### src/rtl/nes_pad_pkg.sv
// rtl/nes_pad_pkg.sv - shared constants and SOCD helper for the NES pad emulator
package nes_pad_pkg;

    localparam int PAD_BITS = 8;

    localparam int BTN_A      = 0;
    localparam int BTN_B      = 1;
    localparam int BTN_SELECT = 2;
    localparam int BTN_START  = 3;
    localparam int BTN_UP     = 4;
    localparam int BTN_DOWN   = 5;
    localparam int BTN_LEFT   = 6;
    localparam int BTN_RIGHT  = 7;

    localparam logic [3:0] BCNT_SAT = 4'd8;

    // Opposing directions pressed together cancel each other out.
    function automatic logic [PAD_BITS-1:0] socd_clean(input logic [PAD_BITS-1:0] b);
        logic [PAD_BITS-1:0] r;
        r = b;
        if (b[BTN_UP] && b[BTN_DOWN]) begin
            r[BTN_UP]   = 1'b0;
            r[BTN_DOWN] = 1'b0;
        end
        if (b[BTN_LEFT] && b[BTN_RIGHT]) begin
            r[BTN_LEFT]  = 1'b0;
            r[BTN_RIGHT] = 1'b0;
        end
        return r;
    endfunction

endpackage

### src/rtl/nes_pad_debounce.sv
// rtl/nes_pad_debounce.sv - single-button debouncer: level must hold DEBOUNCE_CYCLES before it is accepted
module nes_pad_debounce
    import nes_pad_pkg::*;
#(
    parameter int DEBOUNCE_CYCLES = 100000,
    parameter int CNT_W           = 17
) (
    input  logic clk_in,
    input  logic nres_in,
    input  logic raw_i,
    output logic state_o
);

    localparam logic [CNT_W-1:0] CNT_LAST = CNT_W'(DEBOUNCE_CYCLES - 1);

    logic [CNT_W-1:0] cnt_q, cnt_d;
    logic             state_q, state_d;

    always_comb begin
        cnt_d   = cnt_q;
        state_d = state_q;
        if (raw_i == state_q) begin
            cnt_d = '0;
        end else if (cnt_q == CNT_LAST) begin
            state_d = raw_i;
            cnt_d   = '0;
        end else begin
            cnt_d = cnt_q + 1'b1;
        end
    end

    always_ff @(posedge clk_in or negedge nres_in) begin
        if (!nres_in) begin
            cnt_q   <= '0;
            state_q <= 1'b0;
        end else begin
            cnt_q   <= cnt_d;
            state_q <= state_d;
        end
    end

    assign state_o = state_q;

endmodule

### src/rtl/nes_pad_emu.sv
// rtl/nes_pad_emu.sv - CD4021-style NES controller emulator; NES_PAD_SOCD_EN enables opposing-direction cleaning
module nes_pad_emu
    import nes_pad_pkg::*;
#(
    parameter int DEBOUNCE_CYCLES = 100000,
    parameter int CNT_W           = 17
) (
    input  logic                clk_in,
    input  logic                nres_in,
    input  logic [PAD_BITS-1:0] btn_in,
    input  logic                jp_latch_in,
    input  logic                jp_clk_in,
    output logic                jp_data_out,
    output logic [PAD_BITS-1:0] btn_state_out
);

    logic [PAD_BITS-1:0] btn_s1_q, btn_s2_q;
    logic [1:0]          latch_sync_q;
    logic [2:0]          clk_sync_q;
    logic                latch_s;
    logic                clk_rise;

    always_ff @(posedge clk_in or negedge nres_in) begin
        if (!nres_in) begin
            btn_s1_q     <= '0;
            btn_s2_q     <= '0;
            latch_sync_q <= '0;
            clk_sync_q   <= '0;
        end else begin
            btn_s1_q     <= btn_in;
            btn_s2_q     <= btn_s1_q;
            latch_sync_q <= {latch_sync_q[0], jp_latch_in};
            clk_sync_q   <= {clk_sync_q[1:0], jp_clk_in};
        end
    end

    assign latch_s  = latch_sync_q[1];
    assign clk_rise = clk_sync_q[1] & ~clk_sync_q[2];

    for (genvar i = 0; i < PAD_BITS; i++) begin : g_deb
        nes_pad_debounce #(
            .DEBOUNCE_CYCLES(DEBOUNCE_CYCLES),
            .CNT_W          (CNT_W)
        ) u_deb (
            .clk_in (clk_in),
            .nres_in(nres_in),
            .raw_i  (btn_s2_q[i]),
            .state_o(btn_state_out[i])
        );
    end

    logic [PAD_BITS-1:0] pad_state;
`ifdef NES_PAD_SOCD_EN
    assign pad_state = socd_clean(btn_state_out);
`else
    assign pad_state = btn_state_out;
`endif

    logic [PAD_BITS-1:0] sr_q, sr_d;
    logic [3:0]          bcnt_q, bcnt_d;
    logic                data_q;

    // Past the 8th bit the line reads "pressed", like a pad with a grounded serial input.
    always_comb begin
        sr_d   = sr_q;
        bcnt_d = bcnt_q;
        if (latch_s) begin
            sr_d   = pad_state;
            bcnt_d = '0;
        end else if (clk_rise) begin
            if (bcnt_q < BCNT_SAT) begin
                sr_d   = {1'b1, sr_q[PAD_BITS-1:1]};
                bcnt_d = bcnt_q + 4'd1;
            end else begin
                sr_d = '1;
            end
        end
    end

    always_ff @(posedge clk_in or negedge nres_in) begin
        if (!nres_in) begin
            sr_q   <= '0;
            bcnt_q <= '0;
            data_q <= 1'b1;
        end else begin
            sr_q   <= sr_d;
            bcnt_q <= bcnt_d;
            data_q <= ~sr_q[0];
        end
    end

    assign jp_data_out = data_q;

endmodule

### config.mk
export PLATFORM = sky130hd
export DESIGN_NAME = nes_pad_emu
export DESIGN_NICKNAME = d
export VERILOG_FILES = /design/src/rtl/nes_pad_pkg.sv /design/src/rtl/nes_pad_debounce.sv /design/src/rtl/nes_pad_emu.sv
export SDC_FILE = /design/constraint.sdc
export NUM_CORES = 1
export LEC_CHECK = 0
export CORE_UTILIZATION = 67
export DETAILED_ROUTE_END_ITERATION = 10
export PLACE_DENSITY_LB_ADDON = 0.05
export REMOVE_ABC_BUFFERS = 1
export SYNTH_ARGS = -nofsm -noshare
export SYNTH_HDL_FRONTEND = slang
export SYNTH_SLANG_ARGS = --single-unit
export TNS_END_PERCENT = 10
### constraint.sdc
create_clock -name clk_in -period 3.61 [get_ports clk_in]
set_input_delay 0.5415 -clock clk_in [delete_from_list [all_inputs] [get_ports clk_in]]
set_output_delay 0.5415 -clock clk_in [all_outputs]
set_load 0.01 [all_outputs]
==> metrics <==
status finished, final reports clean; FF+latch count, synth 178; Worst-Skew Late Latency 0.43 ns; Post-Syn Area 0.00836 mm2; nets 842; Syn Inst Count 810; flop-to-flop setup slack 1.36 ns; DRC Markers 0; global-route wire length before repair 27.1 mm; I/O pins 21; CP Max Fanout 16; CTS root buf clkbuf_16; pin count of the biggest net entering global routing 82; chip height 114 um; Final period util 62.2%; Port Buf Inserts 20; mux contribution to synthesized area 1.08%; library cells used by synthesis 45; Post-Route WL 15.5 mm; CTS tree built; Slew @ Worst Pin 0.863 ns; number of global-route vias before repair 5,963; Min-Delay Path Class in -> async; clock slew at reported path FFs 0.06 ns; layout cells sized above 1 7.91%; hold buffer count at CTS 0; most common flop cell mapped by yosys dfrtp_1; gp weighted congestion 0.889; Post-Synth Simple-Gate Area 24.8%; Slew Viols, Final 0; startpoint types flop; commonest non-fill, non-tap cell in the layout dfrtp_1; setup tns final 0 ns; Worst Setup EP g_deb[7].u_deb.cnt_q[11]; H-tree Lvls 4; most frequent cells in the layout dfrtp_1 (177), nor2_1 (141), xnor2_1 (90); PwrDens 435 mW/mm2; Pleak 3.69 nW; gr usage total 26.6%; Post-CTS Resized 0; Critical Path Start g_deb[7].u_deb.cnt_q[0]; postcts setup bufs 0; Synth Area in Adders 1.35%; CP Capture Type flop; Pwr Total 4.01 mW; Final HPWL DP 10.2 mm; DR vias 5,915; XOR/XNOR Fraction of Synth Area 13.0%; Chip Width 114 um; FP Rows 40; antenna violations before repair 0; R2R depth 5; Initial DRC Count 446; fmax 445 MHz; largest family of logic cells by synthesized area simple AND/OR/NAND/NOR gates; Final Setup Violations 0; WP data required 3.89 ns; register area share after synthesis 53.3%; unrepaired setup endpoints after global routing no; WL/cell 15.5 um; Pre-Repair DR Iteration Count 5; crit-path cells ha_1 -> nand4_2 -> or4_1 -> o31ai_4 -> nor2_1; core area 0.0121 mm2; Initial Util 69.0%; cts bufs inserted 17; r2r startpoint g_deb[7].u_deb.cnt_q[0]; Slew HR 42.3%; drt via density 5.90; Post-synth ARST share 100%; Layout Skew 0.00885 ns; P&R area growth vs syn 10.1%; YS warnings 0; clk sink count 178; CP peak stage delay 0.56 ns; Setup CP Type reg -> reg; max cap viols 0; Antenna diodes 0; CP arrival 2.52 ns; Post-synth EDFFs 0; reg2reg end g_deb[7].u_deb.cnt_q[11]; grt ovf 0; die area 0.0129 mm2; Max VDD drop 0.418 mV; Max clock buf depth 2; Avg Cell Area, Syn 10.3 um2; slowest cell on the critical path o31ai_4; fin crit period 2.25 ns; final hold vios 0; post-synthesis compound-gate area fraction 3.37%; number of nets still failing antenna checks after routing 0
==> synth_stat cells (10+ instances only) <==
master	n	share of area (%)
nand3_1	37	2.2
xor2_1	34	3.6
nor2_2	10	0.75
clkbuf_1	14	0.63
buf_4	10	0.90
xnor2_1	90	9.4
nor4_1	43	3.2
nand2_1	48	2.2
nor2_1	141	6.3
nand4_1	49	3.7
inv_1	25	1.1
nor3_1	35	2.1
dfrtp_1	177	53
==> per-layer routing <==
| layer | share of wire (%) | global-route usage, % | up-vias | wire length, um |
|---|---|---|---|---|
| li1 | - | - | 2850 | - |
| met1 | 45 | 34.1 | 2925 | 6940 |
| met2 | 50 | 44.8 | 115 | 7770 |
| met3 | 3.2 | 5.90 | 25 | 500 |
| met4 | 1.8 | 9.65 | 0 | 280 |
| met5 | 0 | 0 | - | 0 |
==> critical path: cells and delay by family, from the launching register on <==
kind	cells	cell delay [ns]
and+or+nand+nor	3	0.89
AOI/OAI and AO/OA	1	0.56
DFF	1	0.39
adders and majority gates	1	0.25
==> state kept, by name, summed over array words and instances, names as in the netlist <==
signal               cells
g_deb.u_deb.cnt_q      136
btn_s1_q                 8
btn_s2_q                 8
g_deb.u_deb.state_o      8
sr_q                     8
bcnt_q                   4
clk_sync_q               3
latch_sync_q             2
jp_data_out              1
==> layout make-up <==
cell class | count | area (um2)
clock buffer | 19 | 453
clock inverter | 13 | 124
fill | 852 | 2910
inverter | 25 | 93.8
multi-input combinational | 577 | 3640
sequential | 178 | 4460
tap | 168 | 210
timing repair buffer | 22 | 229
==> power breakdown <==
| group | switching (mW) | internal, mW |
|---|---|---|
| Clock | 0.781 | 0.995 |
| Sequential | 0.0410 | 2.04 |
| Combinational | 0.102 | 0.0515 |
| Total | 0.923 | 3.08 |
==> through the flow <==
step	util, %	instance area (um2)	worst slack (ns)	cells	hold slack (ns)
4_1_cts	76.0	9210	1.37	1002	0.116
3_5_place_dp	71.3	8630	1.42	970	0.335
3_3_place_gp	71.3	8630	1.56	970	0.333
6_report	76.0	9210	1.36	1002	0.101
2_1_floorplan	-	8190	1.70	780	0.246
5_1_grt	76.0	9210	1.20	1002	0.138
==> worst min-delay path by stage <==
stage	start	to	slack (ns)	cells past startpoint
5_1_grt	nres_in	g_deb[0].u_deb.cnt_q[6]	0.14	1
3_5_place_dp	btn_s1_q[3]	btn_s2_q[3]	0.33	0
4_1_cts	nres_in	g_deb[0].u_deb.cnt_q[2]	0.12	1
3_3_place_gp	btn_s1_q[3]	btn_s2_q[3]	0.33	0
6_report	nres_in	g_deb[0].u_deb.cnt_q[5]	0.10	1
2_1_floorplan	nres_in	bcnt_q[0]	0.25	0
==> cell families (layout without fill, tap and decap cells) <==
logic type / after synthesis / in the layout
xor+xnor: 124 / 124
buf+inv: 55 / 79
mux: 8 / 8
flops: 178 / 178
fa+ha+maj: 9 / 9
simple gates: 405 / 405
compound gates: 31 / 31
Note: power is estimated with default switching activity, not from simulation.
